`config.mk`:
```
export PLATFORM = sky130hd
export DESIGN_NAME = btn_position_encoder_flat
export DESIGN_NICKNAME = d
export VERILOG_FILES = /design/src/rtl/btn_enc_pkg.sv /design/src/rtl/btn_position_encoder_if.sv /design/src/rtl/btn_sync.sv /design/src/rtl/btn_position_encoder.sv /design/src/flat_wrapper.sv
export SDC_FILE = /design/constraint.sdc
export NUM_CORES = 1
export LEC_CHECK = 0
export ABC_AREA = 1
export CAP_MARGIN = 10
export CORE_MARGIN = 5
export CORE_UTILIZATION = 45
export CTS_CLUSTER_SIZE = 24
export DETAILED_ROUTE_END_ITERATION = 16
export HOLD_SLACK_MARGIN = 0.08
export PLACE_DENSITY = 0.7
export SLEW_MARGIN = 40
export SYNTH_ARGS = -nofsm -noshare
export SYNTH_HDL_FRONTEND = slang
export SYNTH_SLANG_ARGS = --single-unit
```
`constraint.sdc`:
```
create_clock -name i_clk -period 1.75 [get_ports i_clk]
set_input_delay 0.35 -clock i_clk [delete_from_list [all_inputs] [get_ports i_clk]]
set_output_delay 0.35 -clock i_clk [all_outputs]
set_load 0.03 [all_outputs]
```
`src/rtl/btn_enc_pkg.sv`:
```
// Shared definitions for the push-button position encoder.
//   state_e         : FSM state encoding (idle, debounce, pressed, release)
//   BTN_NONE        : raw/synchronized pattern with no button pressed
//   enc_t           : result of encode_one_cold (2-bit index + one-cold flag)
//   encode_one_cold : maps a one-cold active-low pattern to its button index
package btn_enc_pkg;

    typedef enum logic [1:0] {
        S_IDLE     = 2'd0,
        S_DEBOUNCE = 2'd1,
        S_PRESSED  = 2'd2,
        S_RELEASE  = 2'd3
    } state_e;

    localparam logic [3:0] BTN_NONE = 4'b1111;

    typedef struct packed {
        logic [1:0] idx;
        logic       one_cold;
    } enc_t;

    // Exactly one low bit is a valid single press; anything else is flagged.
    function automatic enc_t encode_one_cold(input logic [3:0] pat);
        enc_t res;
        res.idx      = 2'd0;
        res.one_cold = 1'b1;
        case (pat)
            4'b1110: res.idx = 2'd0;
            4'b1101: res.idx = 2'd1;
            4'b1011: res.idx = 2'd2;
            4'b0111: res.idx = 2'd3;
            default: res.one_cold = 1'b0;
        endcase
        return res;
    endfunction

endpackage

```
`src/rtl/btn_position_encoder_if.sv`:
```
// Button-side bus of the position encoder.
//   btn_n : raw active-low buttons (driven by the board / master)
//   index : index of the last accepted press
//   valid : one-cycle strobe on an accepted single press
//   held  : high while the accepted button stays pressed
//   multi : one-cycle strobe on a stable multi-button pattern
interface btn_position_encoder_if;
    logic [3:0] btn_n;
    logic [1:0] index;
    logic       valid;
    logic       held;
    logic       multi;

    modport master (
        output btn_n,
        input  index,
        input  valid,
        input  held,
        input  multi
    );

    modport slave (
        input  btn_n,
        output index,
        output valid,
        output held,
        output multi
    );
endinterface

```
`src/rtl/btn_sync.sv`:
```
// Two-flop synchronizer for the four asynchronous active-low buttons.
//   i_clk     : clock
//   i_reset_n : synchronous active-low reset; both stages reset to "none pressed"
//   i_btn_n   : raw button pins
//   o_btn_s   : synchronized buttons
module btn_sync
    import btn_enc_pkg::*;
(
    input  logic       i_clk,
    input  logic       i_reset_n,
    input  logic [3:0] i_btn_n,
    output logic [3:0] o_btn_s
);

    logic [3:0] meta_q;
    logic [3:0] sync_q;

    always_ff @(posedge i_clk) begin
        if (!i_reset_n) begin
            meta_q <= BTN_NONE;
            sync_q <= BTN_NONE;
        end else begin
            meta_q <= i_btn_n;
            sync_q <= meta_q;
        end
    end

    assign o_btn_s = sync_q;

endmodule

```
`src/rtl/btn_position_encoder.sv`:
```
// Debounced encoder for four active-low push-buttons. A stable one-cold pattern
// is turned into a 2-bit index with a one-cycle press strobe; stable
// multi-button patterns raise a separate strobe. A new press is only accepted
// after a fully debounced release, so roll-overs never re-trigger.
//   i_clk           : clock
//   i_reset_n       : synchronous active-low reset
//   bus (slave)     : btn_n in; index, valid, held, multi out (all registered)
//   DEBOUNCE_CYCLES : consecutive stable cycles needed to accept a pattern (>= 2)
//   CNT_W           : debounce counter width
module btn_position_encoder
    import btn_enc_pkg::*;
#(
    parameter int unsigned DEBOUNCE_CYCLES = 100_000,
    parameter int unsigned CNT_W           = $clog2(DEBOUNCE_CYCLES)
) (
    input logic                   i_clk,
    input logic                   i_reset_n,
    btn_position_encoder_if.slave bus
);

    localparam logic [CNT_W-1:0] CNT_MAX = CNT_W'(DEBOUNCE_CYCLES - 1);

    logic [3:0]       btn_s;
    state_e           state_q;
    logic [3:0]       pat_q;
    logic [CNT_W-1:0] cnt_q;
    logic [1:0]       index_q;
    logic             valid_q;
    logic             held_q;
    logic             multi_q;
    enc_t             enc;

    btn_sync u_sync (
        .i_clk     (i_clk),
        .i_reset_n (i_reset_n),
        .i_btn_n   (bus.btn_n),
        .o_btn_s   (btn_s)
    );

    assign enc = encode_one_cold(pat_q);

    // Counter is cleared on every transition and compared before increment,
    // so it never exceeds CNT_MAX.
    always_ff @(posedge i_clk) begin
        if (!i_reset_n) begin
            state_q <= S_IDLE;
            pat_q   <= BTN_NONE;
            cnt_q   <= '0;
            index_q <= 2'd0;
            valid_q <= 1'b0;
            held_q  <= 1'b0;
            multi_q <= 1'b0;
        end else begin
            valid_q <= 1'b0;
            multi_q <= 1'b0;
            case (state_q)
                S_IDLE: begin
                    if (btn_s != BTN_NONE) begin
                        pat_q   <= btn_s;
                        cnt_q   <= '0;
                        state_q <= S_DEBOUNCE;
                    end
                end
                S_DEBOUNCE: begin
                    if (btn_s != pat_q) begin
                        cnt_q   <= '0;
                        state_q <= S_IDLE;
                    end else if (cnt_q == CNT_MAX) begin
                        cnt_q <= '0;
                        if (enc.one_cold) begin
                            index_q <= enc.idx;
                            valid_q <= 1'b1;
                            held_q  <= 1'b1;
                            state_q <= S_PRESSED;
                        end else begin
                            multi_q <= 1'b1;
                            state_q <= S_RELEASE;
                        end
                    end else begin
                        cnt_q <= cnt_q + CNT_W'(1);
                    end
                end
                S_PRESSED: begin
                    // Any change, including a roll to another button, forces a
                    // full debounced release before the next press.
                    if (btn_s != pat_q) begin
                        held_q  <= 1'b0;
                        cnt_q   <= '0;
                        state_q <= S_RELEASE;
                    end
                end
                S_RELEASE: begin
                    if (btn_s != BTN_NONE) begin
                        cnt_q <= '0;
                    end else if (cnt_q == CNT_MAX) begin
                        cnt_q   <= '0;
                        state_q <= S_IDLE;
                    end else begin
                        cnt_q <= cnt_q + CNT_W'(1);
                    end
                end
                default: state_q <= S_IDLE;
            endcase
        end
    end

    assign bus.index = index_q;
    assign bus.valid = valid_q;
    assign bus.held  = held_q;
    assign bus.multi = multi_q;

endmodule
```
`src/flat_wrapper.sv`:
```
// flat-port wrapper written by rule: the top's interface ports become plain ports
module btn_position_encoder_flat import btn_enc_pkg::*;
#(
    parameter int unsigned DEBOUNCE_CYCLES = 100_000,
    parameter int unsigned CNT_W           = $clog2(DEBOUNCE_CYCLES)
)
  (i_clk, i_reset_n, bus_btn_n, bus_index, bus_valid, bus_held, bus_multi);
  btn_position_encoder_if bus_i ();
  input logic i_clk;
  input logic i_reset_n;
  input wire logic [$bits(bus_i.btn_n)-1:0] bus_btn_n;
  output wire logic [$bits(bus_i.index)-1:0] bus_index;
  output wire logic [$bits(bus_i.valid)-1:0] bus_valid;
  output wire logic [$bits(bus_i.held)-1:0] bus_held;
  output wire logic [$bits(bus_i.multi)-1:0] bus_multi;
  assign bus_i.btn_n = bus_btn_n;
  assign bus_index = bus_i.index;
  assign bus_valid = bus_i.valid;
  assign bus_held = bus_i.held;
  assign bus_multi = bus_i.multi;
  btn_position_encoder #(.DEBOUNCE_CYCLES(DEBOUNCE_CYCLES), .CNT_W(CNT_W)) u_core (.i_clk(i_clk), .i_reset_n(i_reset_n), .bus(bus_i));
endmodule
```
==> qor.csv <==
metric,value,unit
"antenna viol nets, final",0,
Num CTS Buffers,5,
I/O pins,11,
CP max FO,2,
Mapped Nets,274,
fin crit period,1.65,ns
Avg Vias per Cell,4.94,
Hold Crit Start,u_core.u_sync.meta_q[3],
routability cong.,0.835,
synth warn,0,
CP max stage cell,clkdlybuf4s50_1,
DRC Markers,0,
synthesis-stage register bit count,36,
standard-cell rows,23,
Required @ worst endpoint,1.40,ns
full die area,0.00552,sq mm
Slew @ Worst Pin,0.335,ns
Final period util,94.1,%
reg2reg start,u_core.cnt_q[0],
Post-Route Skew,0.00346,ns
cells after synthesis,267,
initial antenna violation count,0,
largest net degree at the start of global routing,13,
n_diodes,0,
"FFs w/ async S/R, synth",0,%
Post-Route WL,3.79,mm
PnR worst setup slack,0.104,ns
Placed Cells,330,
Layout area overhead,17.1,%
dpl hpwl,2.82,mm
Post-Place Worst Slack,0.0567,ns
CTS root buf,clkbuf_8,
"Clk Latency, worst-skew pair",0.28,ns
drt pass-1 iters,4,
Clock Path Buffers,2,
Layout Nets,295,
CP Class,reg2out,
hold path cells,1,
Post-synth EDFFs,0,
die height,74.3,microns
Synth Flop Type,dfxtp_1,
crit path buf inv count,1,
Max Cap Viol,0,
synthesized area per cell,6.97,sq um
crit path cell chain,clkdlybuf4s50_1,
Pins Over Slew Limit,0,
PwrDens,855,mW/mm^2
Hold Buf Count CTS,0,
vias in the first global route,1638,
FF-to-FF path depth,12,
CTS tree,yes,
Worst Hold Class,reg2reg,
first-pass GRT wire length,6.80,mm
headroom to the max-slew limit,77.5,%
CP endpoint kind,primary output,
GR Overflow Total,0,
Leak Pwr,0.902,nW
iteration-0 DRC count of the detailed router,123,
status,"complete, no violations",
critical path depth,1,
initial core utilization,46.5,%
Critical Path AT,1.30,ns
"Clk pin slew, worst setup/hold paths",0.08,ns
core box area,0.00400,sq mm
Wirelength per Cell,11.2,microns
"commonest cells after routing, fill and taps aside","nand2_1 (67), dfxtp_1 (34), nor2_1 (33)",
final setup vio count,0,
setup_tns,0,ns
sequential share of the synthesized area,38.7,%
Finished Layout Cells,339,
share of cells above drive strength 1,18.3,%
H-Tree Depth,2,
vias after detailed routing,1674,
Final Hold Viols,0,
Critical path origin,u_core.bus.index[0],
CP max stage delay,0.67,ns
Die Wd,74.3,microns
Syn Std Cell Area,0.00186,sq mm
f_max,0.607,GHz
Netlist cell types,31,
crit start category,register,
"most common cell after layout, fill and taps aside",nand2_1,
CP top delay family,buffers and inverters,
PortBufs,10,
GRT Util Overall,15.5,%
Max IR drop VDD,779,uV
# clock sinks,36,
Yosys cell counts, drive strengths merged, types with 2 or more instances:
cell type	instances	area share [%]
nor2	40	9.0
o211ai	5	2.0
xnor2	2	0.94
nand3	18	5.4
xor2	6	2.8
o21ai	5	1.5
a21oi	9	2.4
nand4	7	2.4
or2	9	3.0
inv	35	7.2
dfxtp	36	39
nand2	74	17
nor3	11	3.2
buf	2	1.2
kinds of logic after synthesis:
group | after synthesis | synth area share (%)
buffers and inverters | 39 | 9.07
AND/OR/NAND/NOR | 161 | 40.7
AO/OA/AOI/OAI | 22 | 7.06
XOR/XNOR | 8 | 3.76
flip-flops | 36 | 38.7
adder cells (fa/ha/maj) | 1 | 0.672
stage by stage:
step	area (sq um)	hold slack, ns	util (%)	power [mW]
detailed placement	2040	0.401	51.1	1.26
floorplan	1860	0.393	-	1.18
global placement	2040	0.394	51.1	1.25
finish	2180	0.415	54.5	1.86
CTS	2130	0.418	53.3	1.85
global route	2180	0.433	54.5	1.96
state kept, by name (all words and copies together) (netlist names), named ones only:
register               cells
u_core.bus.index           2
u_core.u_sync.o_btn_s      4
u_core.bus.multi           1
u_core.bus.held            1
u_core.u_sync.meta_q       4
u_core.bus.valid           1
u_core.pat_q               4
u_core.cnt_q              17
u_core.state_q             1
final cells by class:
class                      instances  area [sq um]
tap                               50          62.6
clock inverter                     3          18.8
clock buffer                       5          68.8
inverter                          36           143
sequential                        36           723
fill                             400          1820
multi-input combinational        192          1010
timing repair buffer              17           153
worst paths after layout:
check,to,slack [ns]
setup / recovery,bus_index[0],0.10
hold / removal,u_core.u_sync.o_btn_s[3],0.41
setup reg to reg,u_core.cnt_q[6],0.14
hold reg to reg,u_core.u_sync.o_btn_s[3],0.41
power by group:
| group | switching [mW] | total (mW) | internal, mW | leakage (nW) |
|---|---|---|---|---|
| logic | 0.242 | 0.376 | 0.134 | 0.560 |
| clock network | 0.317 | 0.595 | 0.278 | 0.0479 |
| registers | 0.0370 | 0.894 | 0.857 | 0.294 |
repair_timing:
item / CTS / global route
resized for setup: 0 / 11
hold endpoints to repair: 0 / 0
endpoints found under the setup margin: 0 / 16
setup buffers: 0 / 1
routing by layer:
layer	vias up	GRT usage, %	wire (microns)
li1	882	-	-
met1	758	19.7	1740
met2	30	26.5	1870
met3	4	4.05	138
met4	0	3.75	34
met5	-	0	0
Power figures use the tool's default switching activity.
